## config.mk

```make
export PLATFORM = sky130hd
export DESIGN_NAME = spi_cmd_ctrl
export DESIGN_NICKNAME = d
export VERILOG_FILES = /design/src/rtl/ws_spi_pkg.sv /design/src/rtl/spi_show_sched.sv /design/src/rtl/spi_cmd_ctrl.sv
export SDC_FILE = /design/constraint.sdc
export NUM_CORES = 1
export LEC_CHECK = 0
export ABC_AREA = 0
export CAP_MARGIN = 30
export CORE_MARGIN = 1.5
export CORE_UTILIZATION = 50
export DETAILED_ROUTE_END_ITERATION = 12
export PLACE_DENSITY = 0.77
export RECOVER_POWER = 50
export SLEW_MARGIN = 20
export SYNTH_ARGS = -nofsm -noshare
export SYNTH_HDL_FRONTEND = slang
export SYNTH_HIERARCHICAL = 1
export SYNTH_SLANG_ARGS = --single-unit
export TNS_END_PERCENT = 100
```

## constraint.sdc

```tcl
create_clock -name clk_sb -period 2.3 [get_ports clk_sb]
set_input_delay 0.46 -clock clk_sb [delete_from_list [all_inputs] [get_ports clk_sb]]
set_output_delay 0.46 -clock clk_sb [all_outputs]
set_load 0.03 [all_outputs]
```

## src/rtl/ws_spi_pkg.sv

```systemverilog
// Shared definitions for the SPI command path feeding the WS2812 pixel datapath.
// Holds opcode values, the status reply magic byte, the sequencer state encoding
// and a saturating counter helper.
package ws_spi_pkg;

  localparam logic [3:0] OP_NOP         = 4'h0;
  localparam logic [3:0] OP_WRITE_BURST = 4'h1;
  localparam logic [3:0] OP_SHOW        = 4'h2;
  localparam logic [3:0] OP_SET_LEN     = 4'h3;
  localparam logic [3:0] OP_STATUS      = 4'h4;

  localparam logic [7:0] STATUS_MAGIC = 8'hA5;

  typedef enum logic [1:0] {
    ST_IDLE = 2'd0,
    ST_CMD  = 2'd1,
    ST_DATA = 2'd2
  } state_t;

  // Increment that sticks at all-ones instead of wrapping.
  function automatic logic [7:0] sat_inc8(input logic [7:0] v);
    return (v == 8'hFF) ? v : v + 8'd1;
  endfunction

endpackage

```

## src/rtl/spi_show_sched.sv

```systemverilog
// Refresh scheduler: turns SHOW requests into one show_start pulse per idle window of the driver.
// Latency: immediate request -> show_start next cycle; pending -> one cycle after drv_busy seen low.
// Backpressure: none; requests arriving while one is pending or issuing are merged into it.
module spi_show_sched (
  input  logic clk_sb,
  input  logic reset_n,
  input  logic req,
  input  logic drv_busy,
  output logic show_start,
  output logic pending
);

  logic r_show_start;
  logic r_pending;

  // Issue a refresh now if the driver is free, otherwise remember one and fire when it frees up.
  always_ff @(posedge clk_sb or negedge reset_n) begin
    if (!reset_n) begin
      r_show_start <= 1'b0;
      r_pending    <= 1'b0;
    end else begin
      r_show_start <= 1'b0;
      if (r_pending) begin
        // Any request seen here is absorbed into the pulse about to issue.
        if (!drv_busy) begin
          r_show_start <= 1'b1;
          r_pending    <= 1'b0;
        end
      end else if (req && !r_show_start) begin
        if (drv_busy) begin
          r_pending <= 1'b1;
        end else begin
          r_show_start <= 1'b1;
        end
      end
    end
  end

  assign show_start = r_show_start;
  assign pending    = r_pending;

endmodule

```

## src/rtl/spi_cmd_ctrl.sv

```systemverilog
// Command sequencer: decodes SPI words into pixel bursts, length config, refresh and status replies.
// Latency: every output reacts one cycle after the mosi_rx strobe (refresh may wait on drv_busy).
// Backpressure: none; words arrive far apart, a stalled burst is abandoned after TIMEOUT cycles.
module spi_cmd_ctrl #(
  parameter int          PIX_AW  = 8,
  parameter logic [23:0] TIMEOUT = 24'd1_000_000
) (
  input  logic              clk_sb,
  input  logic              reset_n,
  input  logic              mosi_rx,
  input  logic [23:0]       mosi_data_out,
  output logic              miso_tx,
  output logic [23:0]       miso_data_in,
  output logic              pix_we,
  output logic [PIX_AW-1:0] pix_addr,
  output logic [23:0]       pix_wdata,
  output logic [15:0]       num_leds,
  output logic              show_start,
  input  logic              drv_busy
);

  import ws_spi_pkg::*;

  state_t              r_state;
  state_t              w_state_nxt;
  logic [PIX_AW-1:0]   r_burst_addr;
  logic [7:0]          r_remain;
  logic [23:0]         r_tmo_cnt;
  logic [7:0]          r_err_cnt;
  logic                r_pix_we;
  logic [PIX_AW-1:0]   r_pix_addr;
  logic [23:0]         r_pix_wdata;
  logic [15:0]         r_num_leds;
  logic                r_miso_tx;
  logic [23:0]         r_miso_data;

  logic [3:0]          w_op;
  logic                w_cmd_vld;
  logic                w_data_vld;
  logic                w_burst_start;
  logic                w_last_word;
  logic                w_timeout;
  logic                w_show_req;
  logic                w_bad_op;
  logic                w_burst_active;
  logic                w_pending;

  // Opcode only has meaning for words taken in the command phase.
  assign w_op           = mosi_data_out[23:20];
  assign w_cmd_vld      = mosi_rx && (r_state == ST_CMD);
  assign w_data_vld     = mosi_rx && (r_state == ST_DATA);
  assign w_burst_start  = w_cmd_vld && (w_op == OP_WRITE_BURST);
  assign w_last_word    = w_data_vld && (r_remain == 8'd0);
  assign w_show_req     = w_cmd_vld && (w_op == OP_SHOW);
  assign w_bad_op       = w_cmd_vld && (w_op > OP_STATUS);
  assign w_burst_active = (r_state == ST_DATA);
  // A word landing on the expiry cycle still counts as data.
  assign w_timeout      = (r_state == ST_DATA) && !mosi_rx && (r_tmo_cnt == TIMEOUT - 24'd1);

  // Sequencer state register.
  always_ff @(posedge clk_sb or negedge reset_n) begin
    if (!reset_n) begin
      r_state <= ST_IDLE;
    end else begin
      r_state <= w_state_nxt;
    end
  end

  // Sequencer next state: bursts enter DATA, leave on last word or on stall.
  always_comb begin
    w_state_nxt = r_state;
    case (r_state)
      ST_IDLE: w_state_nxt = ST_CMD;
      ST_CMD:  if (w_burst_start) w_state_nxt = ST_DATA;
      ST_DATA: if (w_last_word || w_timeout) w_state_nxt = ST_CMD;
      default: w_state_nxt = ST_IDLE;
    endcase
  end

  // Burst bookkeeping: running pixel address and words still owed.
  always_ff @(posedge clk_sb or negedge reset_n) begin
    if (!reset_n) begin
      r_burst_addr <= '0;
      r_remain     <= 8'd0;
    end else if (w_burst_start) begin
      r_burst_addr <= mosi_data_out[8 +: PIX_AW];
      r_remain     <= mosi_data_out[7:0];
    end else if (w_data_vld) begin
      r_burst_addr <= r_burst_addr + PIX_AW'(1);
      r_remain     <= r_remain - 8'd1;
    end
  end

  // Stall detector: restarts on burst entry and on every data word.
  always_ff @(posedge clk_sb or negedge reset_n) begin
    if (!reset_n) begin
      r_tmo_cnt <= 24'd0;
    end else if (w_burst_start || w_data_vld || (r_state != ST_DATA)) begin
      r_tmo_cnt <= 24'd0;
    end else begin
      r_tmo_cnt <= r_tmo_cnt + 24'd1;
    end
  end

  // Error tally for unknown opcodes and abandoned bursts; held at 0xFF once full.
  always_ff @(posedge clk_sb or negedge reset_n) begin
    if (!reset_n) begin
      r_err_cnt <= 8'd0;
    end else if (w_bad_op || w_timeout) begin
      r_err_cnt <= sat_inc8(r_err_cnt);
    end
  end

  // Pixel RAM write port: one-cycle strobe per data word, address/data held afterwards.
  always_ff @(posedge clk_sb or negedge reset_n) begin
    if (!reset_n) begin
      r_pix_we    <= 1'b0;
      r_pix_addr  <= '0;
      r_pix_wdata <= 24'd0;
    end else begin
      r_pix_we <= 1'b0;
      if (w_data_vld) begin
        r_pix_we    <= 1'b1;
        r_pix_addr  <= r_burst_addr;
        r_pix_wdata <= mosi_data_out;
      end
    end
  end

  // Configuration and status reply registers.
  always_ff @(posedge clk_sb or negedge reset_n) begin
    if (!reset_n) begin
      r_num_leds  <= 16'd0;
      r_miso_tx   <= 1'b0;
      r_miso_data <= 24'd0;
    end else begin
      r_miso_tx <= 1'b0;
      if (w_cmd_vld && (w_op == OP_SET_LEN)) begin
        r_num_leds <= mosi_data_out[15:0];
      end
      if (w_cmd_vld && (w_op == OP_STATUS)) begin
        r_miso_tx   <= 1'b1;
        r_miso_data <= {STATUS_MAGIC, w_pending, drv_busy, w_burst_active, 5'b0, r_err_cnt};
      end
    end
  end

  spi_show_sched u_show_sched (
    .clk_sb     (clk_sb),
    .reset_n    (reset_n),
    .req        (w_show_req),
    .drv_busy   (drv_busy),
    .show_start (show_start),
    .pending    (w_pending)
  );

  assign pix_we       = r_pix_we;
  assign pix_addr     = r_pix_addr;
  assign pix_wdata    = r_pix_wdata;
  assign num_leds     = r_num_leds;
  assign miso_tx      = r_miso_tx;
  assign miso_data_in = r_miso_data;

endmodule
```

==> results.json, run 1 <==
{
  "synth_area_mm2": 0.00507,
  "grt_usage": 0.228,
  "grt_setup_unrepaired": "no",
  "ys_seq_area_frac": 0.563,
  "cp.buffers_inverters": 1,
  "drt-wirelength-per-cell_um": 15.3,
  "clockBufferDepth": 2,
  "critPathRequiredTime_ns": 2.70,
  "die_area_mm2": 0.0108,
  "hold_viol_final": 0,
  "fin_crit_sh": 0.934,
  "fillCellCount": 734,
  "slew_viol_final": 0,
  "cts_tree": "done",
  "synth-main-ff-cell": "dfrtp_1",
  "antenna_cells": 0,
  "routed_wirelength_mm": 11.5,
  "path_cells": "or4_4 > nor4_4 > a21o_1 > buf_4 > nand4_2 > mux2_4",
  "avgSynthCellArea_um2": 10.4,
  "insertion_delay_ns": 0.51,
  "yosys_warnings": 6,
  "firstDrtPassIters": 4,
  "fp.dieW_um": 104,
  "final_util": 0.699,
  "area_delta_synth_final_pct": 35.4,
  "setup_viol": 0,
  "initialDrtViolationCount": 161,
  "worstMarginPinSlew_ns": 1.02,
  "max-slew-margin-rel": 0.319,
  "synthCells": 486,
  "synth_cell_types": 53,
  "cts_buffers": 17,
  "drc": 0,
  "seqCellArea_mm2": 0.00285,
  "p_leak_nw": 3.19,
  "dp_hpwl_mm": 7.68,
  "root_buffer": "clkbuf_8",
  "grt_pass1_wl_mm": 19.9,
  "max-cap-violations": 0,
  "ant_nets": 0,
  "clk_pin_slew_worst_paths_ns": 0.06,
  "power.density_mw_per_mm2": 934,
  "crit_family": "simple AND/OR/NAND/NOR gates",
  "cp_slowest_cell": "or4_4",
  "avgViaCountPerCell": 5.31,
  "via_count": 3981,
  "outcome": "complete, no violations",
  "portBuffers": 93,
  "place_inst": 717,
  "coreArea_mm2": 0.00982,
  "layout.nets": 637,
  "cts_resized": 0,
  "cp-end-kind": "register",
  "grt_overflow": 0,
  "cp-start-kind": "register",
  "crit_arrival_ns": 2.55,
  "synthArstFlopShare": 1.00,
  "min_path_type": "register to register",
  "hold_buffers": 1,
  "final.setup.tns_ns": 0,
  "finalCriticalPeriod_ns": 2.15,
  "cts.htree.levels": 4,
  "finalWeightedCongestion": 0.801,
  "path_class": "register to register",
  "boundaryPins": 103,
  "initial_core_util": 0.516,
  "antenna_found_initial": 0,
  "clock_skew_ns": 0.00825,
  "max_stage_delay_ns": 0.55,
  "crit_fanout": 8,
  "die_y_um": 104,
  "drive_above_1_share": 0.151,
  "synth-seq-cells": 114,
  "ir_drop_mv": 0.596,
  "synth-edff-count": 0,
  "multi_input_comb_area_mm2": 0.00206,
  "finalNonFillerCells": 750,
  "fmax_mhz": 465,
  "post-cts-setup-buffers": 0,
  "grt_pass1_vias": 4065,
  "placementRows": 36,
  "grt_max_degree": 42,
  "clock-sinks": 114
}
==> through the flow <==
stage / hold WS [ns] / setup WS, ns / area, µm² / power [W]
finish: 0.472 / 0.152 / 6860 / 0.00641
global route: 0.495 / 0.101 / 6860 / 0.00666
CTS: 0.477 / 0.154 / 6920 / 0.00646
detailed placement: 0.463 / -0.0845 / 6270 / 0.00363
global placement: 0.458 / -0.0626 / 6270 / 0.00360
floorplan: 0.164 / 0.301 / 5100 / 0.00313
==> flip-flops by register name (all words and copies together), names as in the netlist <==
| signal | cells |
|---|---|
| pix_wdata | 24 |
| r_tmo_cnt | 24 |
| num_leds | 16 |
| miso_data_in | 12 |
| pix_addr | 8 |
| r_burst_addr | 8 |
| r_err_cnt | 8 |
| r_remain | 8 |
| r_state | 2 |
| miso_tx | 1 |
| pix_we | 1 |
| u_show_sched/pending | 1 |
| u_show_sched/show_start | 1 |
==> final cells by class <==
| class | count | share of cell area |
|---|---|---|
| Clock buffer | 20 | 0.0634 |
| Clock inverter | 12 | 0.0297 |
| Inverter | 8 | 0.00438 |
| Multi-Input combinational cell | 343 | 0.300 |
| Sequential cell | 114 | 0.416 |
| Tap cell | 133 | 0.0242 |
| Timing Repair Buffer | 120 | 0.163 |
==> layer usage <==
metal	track usage	routed length, µm	vias up
met2	0.391	5910	113
met5	0	0	-
met4	0.0823	142	0
li1	-	-	1880
met1	0.281	4920	1974
met3	0.0548	538	14
==> placed cells by master, fill, tap and decap left out, types with 3 or more instances in the layout <==
cell,instances
a21oi_1,8
a221o_1,7
and3_1,9
and4_1,3
buf_4,15
bufinv_16,5
clkbuf_1,6
clkbuf_16,16
clkbuf_2,5
clkdlybuf4s50_1,92
clkinvlp_4,3
conb_1,9
dfrtp_1,114
ha_1,5
inv_1,8
mux2_2,28
nand2_1,120
nand2b_1,4
nand3_1,18
nand3b_1,3
nand4_1,8
nor2_1,36
nor3_1,10
o21ai_0,12
xnor2_1,5
xor2_1,19
==> kinds of logic after synthesis <==
family                   synth area share
AO/OA/AOI/OAI                      0.0605
XOR/XNOR                           0.0415
adder cells (fa/ha/maj)            0.0123
buffers and inverters              0.0388
flip-flops                          0.563
multiplexers                       0.0681
other                            0.000740
AND/OR/NAND/NOR                     0.215
==> cells in the mapped netlist (all sizes together) (2+ instances only) <==
library cell    n  area (µm²)
nand3b          3        22.5
a21oi           8        40.0
a31oi           2        12.5
ha              5        62.6
nor2b           2        20.0
o21ai          12        60.1
nor4            4        40.0
a22oi           2        15.0
a221o           7        70.1
a32oi           2        17.5
or4             3        26.3
dfrtp         114        2850
nand3          18        90.1
nor2           36         135
nand4          10        75.1
clkbuf         12        45.0
and4            4        36.3
nand2         120         450
buf            17         121
xnor2           5        43.8
and2            2        13.8
and3            9        56.3
nand2b          4        25.0
xor2           19         166
inv             8        30.0
mux2           30         345
o211ai          2        15.0
nor3b           2        15.0
nor3           11        60.1
==> worst register-to-register path: cells and delay by family (launching register included) <==
kind,cells,cell delay [ns]
AND/OR/NAND/NOR,3,0.96
multiplexers,1,0.31
AO/OA/AOI/OAI,1,0.20
flip-flops,1,0.41
buffers and inverters,1,0.17
==> final timing paths <==
check	startpoint	to	slack [ns]	cells after the start
setup / recovery	r_tmo_cnt[15]$_DFF_PN0_	r_err_cnt[4]$_DFFE_PN0P_	0.15	6
hold / removal	pix_wdata[17]$_DFFE_PN0P_	pix_wdata[17]$_DFFE_PN0P_	0.47	2
setup reg to reg	r_tmo_cnt[15]$_DFF_PN0_	r_err_cnt[4]$_DFFE_PN0P_	0.15	6
hold reg to reg	pix_wdata[17]$_DFFE_PN0P_	pix_wdata[17]$_DFFE_PN0P_	0.47	2
max in group asynchronous	reset_n	pix_addr[6]$_DFFE_PN0P_	0.45	3
min in group asynchronous	reset_n	num_leds[3]$_DFFE_PN0P_	0.66	2
==> power breakdown <==
| group | internal, W | switching (W) | total (W) |
|---|---|---|---|
| combinational | 0.000525 | 0.000607 | 0.00113 |
| clock | 0.00190 | 0.000908 | 0.00281 |
| sequential | 0.00226 | 0.000215 | 0.00247 |
(Power assumes the default switching activity.)
==> run 2, diff against run 1 <==
--- a/config.mk
+++ b/config.mk
@@ -8,10 +8,11 @@
 export ABC_AREA = 0
 export CAP_MARGIN = 30
 export CORE_MARGIN = 1.5
-export CORE_UTILIZATION = 50
+export CORE_UTILIZATION = 36
 export DETAILED_ROUTE_END_ITERATION = 12
-export PLACE_DENSITY = 0.77
+export PLACE_DENSITY = 0.58
 export RECOVER_POWER = 50
+export REMOVE_ABC_BUFFERS = 1
 export SLEW_MARGIN = 20
 export SYNTH_ARGS = -nofsm -noshare
 export SYNTH_HDL_FRONTEND = slang
==> results.json, run 2 (synthesized netlist as in run 1, its figures left out) <==
{
  "outcome": "finished, violations left",
  "violations": "capacitance limit, slew limit",
  "avgViaCountPerCell": 4.88,
  "p_switching_w": 0.00167,
  "crit_fanout": 5,
  "timing.rr.start": "r_tmo_cnt[15]$_DFF_PN0_",
  "cts.htree.levels": 4,
  "clockBufferDepth": 2,
  "reg2reg_setup_slack_ns": 0.13,
  "whs_path_depth": 2,
  "clk_pin_slew_worst_paths_ns": 0.05,
  "initialDrtViolationCount": 255,
  "insertion_delay_ns": 0.41,
  "firstDrtPassIters": 4,
  "boundaryPins": 103,
  "cts_tree": "done",
  "placementRows": 43,
  "min_path_type": "register to register",
  "clock_skew_ns": 0.00809,
  "finalCriticalPeriod_ns": 2.23,
  "place_inst": 763,
  "grt_usage": 0.169,
  "grt_pass1_vias": 3928,
  "max-slew-margin-rel": -0.0584,
  "routed_wirelength_mm": 11.5,
  "final_util": 0.494,
  "ant_nets": 0,
  "rr_worst_depth": 6,
  "p_seq_frac": 0.408,
  "area_delta_synth_final_pct": 34.6,
  "root_buffer": "clkbuf_16",
  "drt-wirelength-per-cell_um": 14.5,
  "fmax_mhz": 449,
  "antenna_found_initial": 0,
  "slew_viol_final": 115,
  "grt_pass1_wl_mm": 19.4,
  "via_count": 3880,
  "antenna_cells": 0,
  "cp-start-kind": "input pin",
  "drc": 0,
  "r2r-end": "r_err_cnt[7]$_DFFE_PN0P_",
  "ir_drop_mv": 0.672,
  "drive_above_1_share": 0.140,
  "die_y_um": 122,
  "worstHoldEndpoint": "pix_wdata[11]$_DFFE_PN0P_",
  "p_int_w": 0.00439,
  "grt_setup_unrepaired": "no",
  "path_class": "input pin to register",
  "min-delay-start": "pix_wdata[11]$_DFFE_PN0P_",
  "netSwitchingFraction": 0.276,
  "coreArea_mm2": 0.0138,
  "final_cell_mix": "120 x nand2_1, 114 x dfrtp_1, 91 x clkdlybuf4s50_1",
  "cts_buffers": 17,
  "finalWeightedCongestion": 0.769,
  "power_frac_clock": 0.406,
  "worstMarginPinSlew_ns": 1.59,
  "cp-end-kind": "register",
  "power.density_mw_per_mm2": 889,
  "fp.dieW_um": 122,
  "initial_core_util": 0.367,
  "layout.nets": 636,
  "p_leak_nw": 3.16,
  "setup_viol": 0,
  "hold_viol_final": 0,
  "fin_crit_sh": 0.968,
  "critPathRequiredTime_ns": 2.59,
  "layout_commonest_cell": "nand2_1",
  "clock-sinks": 114,
  "crit_arrival_ns": 2.52,
  "grt_max_degree": 115,
  "max-cap-violations": 1,
  "finalNonFillerCells": 795,
  "die_area_mm2": 0.0148,
  "grt_overflow": 0,
  "dp_hpwl_mm": 7.93,
  "comb_power_share": 0.186,
  "portBuffers": 93
}
-- run 2: cell types whose count changed in the layout (fill, tap and decap cells not counted), moves of 2 or more --
cell / previous run / this run
clkbuf_1: 6 / 10
clkinv_2: 1 / 4
clkinvlp_4: 3 / 0
bufinv_16: 5 / 1
clkbuf_2: 5 / 0
clkbuf_8: 2 / 5
clkinv_4: 2 / 0
buf_4: 15 / 17
-- run 2: layout make-up --
| type | count | area [µm²] |
|---|---|---|
| fillers | 1226 | 7000 |
| flip-flops and latches | 114 | 2850 |
| multi-input cells | 343 | 2040 |
| repair buffers | 119 | 1110 |
| clock buffers | 26 | 509 |
| well taps | 180 | 225 |
| clock inverters | 5 | 50.0 |
| inverters | 8 | 30.0 |
-- run 2: worst max-delay path by stage --
stage | startpoint | endpoint | slack, ns
floorplan | r_state[0]$_DFFE_PN0P_ | r_remain[5]$_DFFE_PN0P_ | -0.69
global placement | mosi_rx | r_err_cnt[1]$_DFFE_PN0P_ | -0.16
global route | mosi_rx | r_err_cnt[7]$_DFFE_PN0P_ | 0.01
CTS | r_tmo_cnt[15]$_DFF_PN0_ | r_err_cnt[1]$_DFFE_PN0P_ | 0.09
detailed placement | mosi_rx | r_err_cnt[1]$_DFFE_PN0P_ | -0.18
finish | mosi_rx | r_err_cnt[7]$_DFFE_PN0P_ | 0.07
-- run 2: through the flow --
step	hold WS [ns]	instance area, µm²	setup WS [ns]	TNS [ns]	total power (W)
3_5_place_dp	0.464	6300	-0.184	-1.35	0.00364
5_1_grt	0.500	6820	0.0123	0	0.00635
2_1_floorplan	0.164	4930	-0.689	-15.45	0.00310
4_1_cts	0.170	6860	0.0938	0	0.00614
6_report	0.470	6820	0.0728	0	0.00607
3_3_place_gp	0.459	6300	-0.162	-0.844	0.00360
-- run 2: what timing repair did --
action | 4_1_cts | 5_1_grt
gates resized for setup | 0 | 0
setup endpoints to repair | 0 | 1
hold buffers | 0 | 0
buffers inserted | 0 | 1
-- run 2: per-layer routing --
layer	wire length, µm	vias up	track usage
met3	525	21	0.0501
met5	0	-	0
met2	5530	90	0.270
li1	-	1883	-
met4	263	0	0.0750
met1	5210	1886	0.214
-- run 2: power by group through the flow --
stage	logic, W	clock network, W	registers [W]
3_5_place_dp	0.00114	0	0.00250
4_1_cts	0.00115	0.00252	0.00247
3_3_place_gp	0.00111	0	0.00249
6_report	0.00113	0.00246	0.00247
5_1_grt	0.00122	0.00262	0.00251
2_1_floorplan	0.000363	0	0.00274
-- run 2: worst max-delay path, stage by stage --
cell and delay (ns):
dlygate4sd3_1 0.60, or3b_1 0.39, nor3_1 0.25, a21o_1 0.25, buf_4 0.15, nand4_2 0.10
mux2_4 0.31
==> run 3, diff against run 2 <==
--- a/config.mk
+++ b/config.mk
@@ -7,13 +7,12 @@
 export LEC_CHECK = 0
 export ABC_AREA = 0
 export CAP_MARGIN = 30
-export CORE_MARGIN = 1.5
+export CORE_MARGIN = 2
 export CORE_UTILIZATION = 36
 export DETAILED_ROUTE_END_ITERATION = 12
 export PLACE_DENSITY = 0.58
 export RECOVER_POWER = 50
 export REMOVE_ABC_BUFFERS = 1
-export SLEW_MARGIN = 20
 export SYNTH_ARGS = -nofsm -noshare
 export SYNTH_HDL_FRONTEND = slang
 export SYNTH_HIERARCHICAL = 1
==> results.json, run 3 (synthesized netlist as in run 1, its figures left out) <==
{
  "max-slew-margin-rel": -0.312,
  "drive_above_1_share": 0.143,
  "hold_viol_final": 0,
  "finalCriticalPeriod_ns": 2.21,
  "setup_viol": 0,
  "boundaryPins": 103,
  "ir_drop_mv": 0.619,
  "power.density_mw_per_mm2": 889,
  "outcome": "finished, violations left",
  "clockBufferDepth": 2,
  "hold_buffers": 0,
  "clk_pin_slew_worst_paths_ns": 0.05,
  "p_seq_frac": 0.404,
  "worstSetupStartpoint": "r_tmo_cnt[15]$_DFF_PN0_",
  "root_buffer": "clkbuf_16",
  "final_cell_mix": "120 x nand2_1, 114 x dfrtp_1, 92 x clkdlybuf4s50_1",
  "power_w": 0.00611,
  "post-cts-setup-buffers": 0,
  "cts_buffers": 17,
  "ant_nets": 0,
  "fin_crit_sh": 0.962,
  "antenna_found_initial": 0,
  "max-cap-violations": 1,
  "violations": "capacitance limit, slew limit",
  "firstDrtPassIters": 4,
  "rr_worst_depth": 5,
  "insertion_delay_ns": 0.40,
  "fmax_mhz": 452,
  "placementRows": 43,
  "via_count": 3860,
  "layout.nets": 636,
  "crit_arrival_ns": 2.50,
  "final_util": 0.497,
  "antenna_cells": 0,
  "die_area_mm2": 0.0150,
  "p_int_w": 0.00446,
  "finalWeightedCongestion": 0.814,
  "reg2reg_setup_slack_ns": 0.09,
  "timing.rr.start": "r_tmo_cnt[15]$_DFF_PN0_",
  "path_class": "register to register",
  "finalNonFillerCells": 795,
  "netSwitchingFraction": 0.270,
  "p_leak_nw": 3.17,
  "worstMarginPinSlew_ns": 1.97,
  "cts.htree.levels": 4,
  "routed_wirelength_mm": 11.5,
  "portBuffers": 93,
  "critPathRequiredTime_ns": 2.58,
  "power_frac_clock": 0.411,
  "grt_usage": 0.164,
  "area_delta_synth_final_pct": 35.7,
  "cts_tree": "done",
  "min_path_type": "register to register",
  "cp-start-kind": "register",
  "grt_pass1_vias": 3857,
  "comb_power_share": 0.185,
  "coreArea_mm2": 0.0138,
  "crit_end": "r_err_cnt[1]$_DFFE_PN0P_",
  "grt_max_degree": 45,
  "fp.dieW_um": 123,
  "initialDrtViolationCount": 184,
  "final.setup.tns_ns": 0,
  "initial_core_util": 0.367,
  "grt_overflow": 0,
  "cp-end-kind": "register",
  "drt-wirelength-per-cell_um": 14.5,
  "crit_fanout": 6,
  "place_inst": 764,
  "hold_ws_ns": 0.471,
  "dp_hpwl_mm": 8.16,
  "clock-sinks": 114,
  "grt_setup_unrepaired": "no",
  "drc": 0,
  "avgViaCountPerCell": 4.86,
  "die_y_um": 123,
  "cts_resized": 0,
  "grt_pass1_wl_mm": 19.1,
  "slew_viol_final": 30,
  "layout_commonest_cell": "nand2_1",
  "p_switching_w": 0.00165,
  "clock_skew_ns": 0.00436,
  "r2r-end": "r_err_cnt[1]$_DFFE_PN0P_"
}
-- run 3: cell types whose count changed in the layout (fill, tap and decap cells not counted), sizes merged --
cell and delta:
clkinv -1, buf +1, clkdlybuf4s50 +1, dlygate4sd3 -1
-- run 3: area by class of cell --
type	instances	area (µm²)
clock buffers	27	533
clock inverters	4	45.0
fillers	1240	6950
inverters	8	30.0
multi-input cells	343	2060
flip-flops and latches	114	2850
well taps	180	225
repair buffers	119	1130
-- run 3: critical path, cell delays in order, from the launching register on --
cell,delay (ns)
dfrtp_1,0.41
or4_4,0.56
nor4_4,0.28
a21o_1,0.31
and2_2,0.21
mux2_2,0.33
-- run 3: worst min path at each step --
stage	cells after the start	endpoint	slack, ns	startpoint
after floorplan	0	miso_data_in[0]$_DFFE_PN0P_	0.16	reset_n
after global routing	2	pix_wdata[6]$_DFFE_PN0P_	0.50	pix_wdata[6]$_DFFE_PN0P_
after detailed placement	1	pix_addr[6]$_DFFE_PN0P_	0.45	reset_n
after CTS	1	r_remain[5]$_DFFE_PN0P_	0.01	reset_n
after global placement	1	pix_addr[6]$_DFFE_PN0P_	0.44	reset_n
final	2	pix_wdata[6]$_DFFE_PN0P_	0.47	pix_wdata[6]$_DFFE_PN0P_
-- run 3: routing by layer --
layer	vias to the layer above	routed length (µm)	track usage
li1	1873	-	-
met1	1902	5260	0.204
met2	80	5730	0.272
met3	5	475	0.0516
met4	0	68	0.0496
met5	-	0	0
-- run 3: stage by stage --
step                setup WS, ns  area [µm²]
floorplan                 -0.689        4930
global placement          -0.175        6320
detailed placement        -0.223        6320
CTS                       0.0627        6900
global route              0.0150        6880
finish                    0.0881        6880
-- run 3: power groups by stage --
stage          clock network, W  logic, W  registers (W)
2_1_floorplan                 0  0.000363        0.00274
3_3_place_gp                  0   0.00112        0.00249
3_5_place_dp                  0   0.00114        0.00250
4_1_cts                 0.00258   0.00115        0.00247
5_1_grt                 0.00269   0.00122        0.00251
6_report                0.00251   0.00113        0.00247
==> variant (flow settings as in run 1) <==
Put one more register stage on the output `pix_wdata`, without a reset. The value now appears one clock later. The other outputs are not delayed to match.
--- a/src/rtl/spi_cmd_ctrl.sv
+++ b/src/rtl/spi_cmd_ctrl.sv
@@ -157,5 +157,7 @@
   assign pix_we       = r_pix_we;
   assign pix_addr     = r_pix_addr;
-  assign pix_wdata    = r_pix_wdata;
+  always_ff @(posedge clk_sb) begin
+    pix_wdata <= r_pix_wdata;
+  end
   assign num_leds     = r_num_leds;
   assign miso_tx      = r_miso_tx;
Behaviour: not the same (Yosys sat finds a counterexample within 4 cycles, from zero or initial values and one cycle with reset_n low).
==> variant against run 1 <==
  * Setup slack better by 58 ps
  * Power up 3.9%
  * Global-route usage up 0.073 points
  * Critical path type is now reg2out
  * Via count up 3.9%
  * Largest cell class unchanged
  * Sequential cell count up 24
  * Wire length up 8.0%
  * Sequential share of layout area up 4.0 points
  * Die area up 9.7%
  * Largest power group is now sequential cells
  * Critical path depth down 5
  * Cell area up 6.6%
  * Synthesized area up 10%
  * Count of clock-buffer cells in the layout down 2
==> variant: results (changes against run 1) <==
[placement]
port_buffers=93  ; unchanged
placed_cell_area_um2=6780  ; +8.1%
gp_congestion=0.835  ; +4.3%
hpwl_um=8420  ; +9.6%

[layout]
n_antenna_cell=0  ; unchanged
largestRegisters=pix_wdata (24), r_pix_wdata (24), r_tmo_cnt (24)
layout-drive-gt1-share=0.144  ; -0.00720
fill_cells=827  ; +13%
fin_nets=661  ; +3.8%

[critical_path]
crit_family=buffers and inverters
cp_slowest_stage_delay_ps=710  ; +160 ps
ff2ff_path_depth=5  ; -1
crit_fanout=2  ; -6
crit_path_top_delay_cell=clkdlybuf4s50_1
critPathArrivalTime_ps=1630  ; -920 ps

[power_and_ir_drop]
ir_drop_mv=0.642  ; +7.7%
cellLeakagePower_nw=3.34  ; +5.0%

[global_routing]
track_usage=0.229  ; +0.000731
grt_pass1_vias=4198  ; +3.3%
grt_pass1_wl_um=20400  ; +2.6%
grt_max_degree=39  ; -7.1%
grt_antenna_before_repair=0  ; unchanged

[drt]
drtIter0Drc=265  ; +65%
via_count=4138  ; +3.9%
postRouteWirelength_um=12400  ; +8.0%
antenna_left=0  ; unchanged
first_pass_iters=4  ; unchanged

[clock_network]
cts_buffers=17  ; unchanged
cts_buffer_depth=2  ; unchanged
htree_levels=4  ; unchanged
root_buffer=clkbuf_8
clk-insertion-delay-late_ps=530  ; +20 ps
cts_setup_buffers=0  ; unchanged
clk_pin_slew_worst_paths_ps=60  ; about the same

[synthesis]
yosysUniqueCellTypes=59  ; +11%
ys_warn_count=6  ; unchanged
seq_area_frac_synth=0.598  ; +0.0348
ys.flop_type=dfrtp_1
ys_async_sr_fraction=0.826  ; -0.174
yosys-top-cells-area=dfrtp_1, dfxtp_1, nand2_1
synth_common_cells=nand2_1, dfrtp_1, nor2_1

[timing]
slew_headroom=0.319  ; about the same
clock_skew_ps=7.34  ; -0.914 ps

[hold_path]
hold_path_class=reg2reg
holdPathStages=0  ; -2

[status]
status=complete, no violations

## variant: cell types whose count changed in the layout (fill, tap and decap cells not counted), sizes merged, moves of 2 or more
cell / change
clkinv: +5
nand2: +2
bufinv: -3
xor2: +2
dfxtp: +24
nor2: +3
o21ai: -2
and3: -3
clkinvlp: -2
clkbuf: -4
## variant: cells by family after synthesis
| kind of cell | Yosys count | share of synthesized area |
|---|---|---|
| buffers and inverters | 36 | 0.0325 |
| AND/OR/NAND/NOR | 234 | 0.203 |
| other | 1 | 0.000672 |
| flip-flops | 138 | 0.598 |
| AO/OA/AOI/OAI | 43 | 0.0577 |
| adder cells (fa/ha/maj) | 5 | 0.0112 |
| XOR/XNOR | 25 | 0.0393 |
| multiplexers | 29 | 0.0585 |
## variant: final timing paths
check	slack (ps)	endpoint	start
min	370	pix_wdata[18]	r_pix_wdata[18]
max	210	show_start	u_show_sched/show_start
max reg2reg	220	r_err_cnt[4]	r_tmo_cnt[15]
min reg2reg	370	pix_wdata[18]	r_pix_wdata[18]
min in group asynchronous	400	r_err_cnt[1]	reset_n
max in group asynchronous	680	r_burst_addr[1]	reset_n
## variant: final cells by class
cell class	instances	area [µm²]	area share
clock inverter	14	145	0.0198
inverter	7	26.3	0.00359
sequential	138	3330	0.455
clock buffer	18	428	0.0585
multi-input combinational	345	2100	0.287
timing repair buffer	119	1110	0.152
tap	140	175	0.0239
## variant: per-stage QoR
step                instances  setup slack (ps)  TNS [ps]
floorplan                 519               415         0
CTS                       781               184         0
global placement          748              11.3         0
global route              781               139         0
finish                    781               209         0
detailed placement        748             -59.1      -185
## variant: power breakdown
| group | switching [mW] | internal [mW] |
|---|---|---|
| registers | 0.223 | 2.68 |
| logic | 0.636 | 0.508 |
| clock network | 1.04 | 1.57 |
| total | 1.90 | 4.77 |
## variant: metal layers
layer | GRT usage | up-vias | wire, µm | part of all wire
met4 | 0.0893 | 0 | 204 | 0.016
met3 | 0.0652 | 20 | 527 | 0.042
li1 | - | 1962 | - | -
met5 | 0 | - | 0 | 0
met1 | 0.288 | 2059 | 5360 | 0.43
met2 | 0.374 | 97 | 6340 | 0.51
## variant: timing repair
item / 4_1_cts / 5_1_grt
hold buffers: 1 / 0
resized for setup: 0 / 0
hold endpoints to repair: 24 / 0
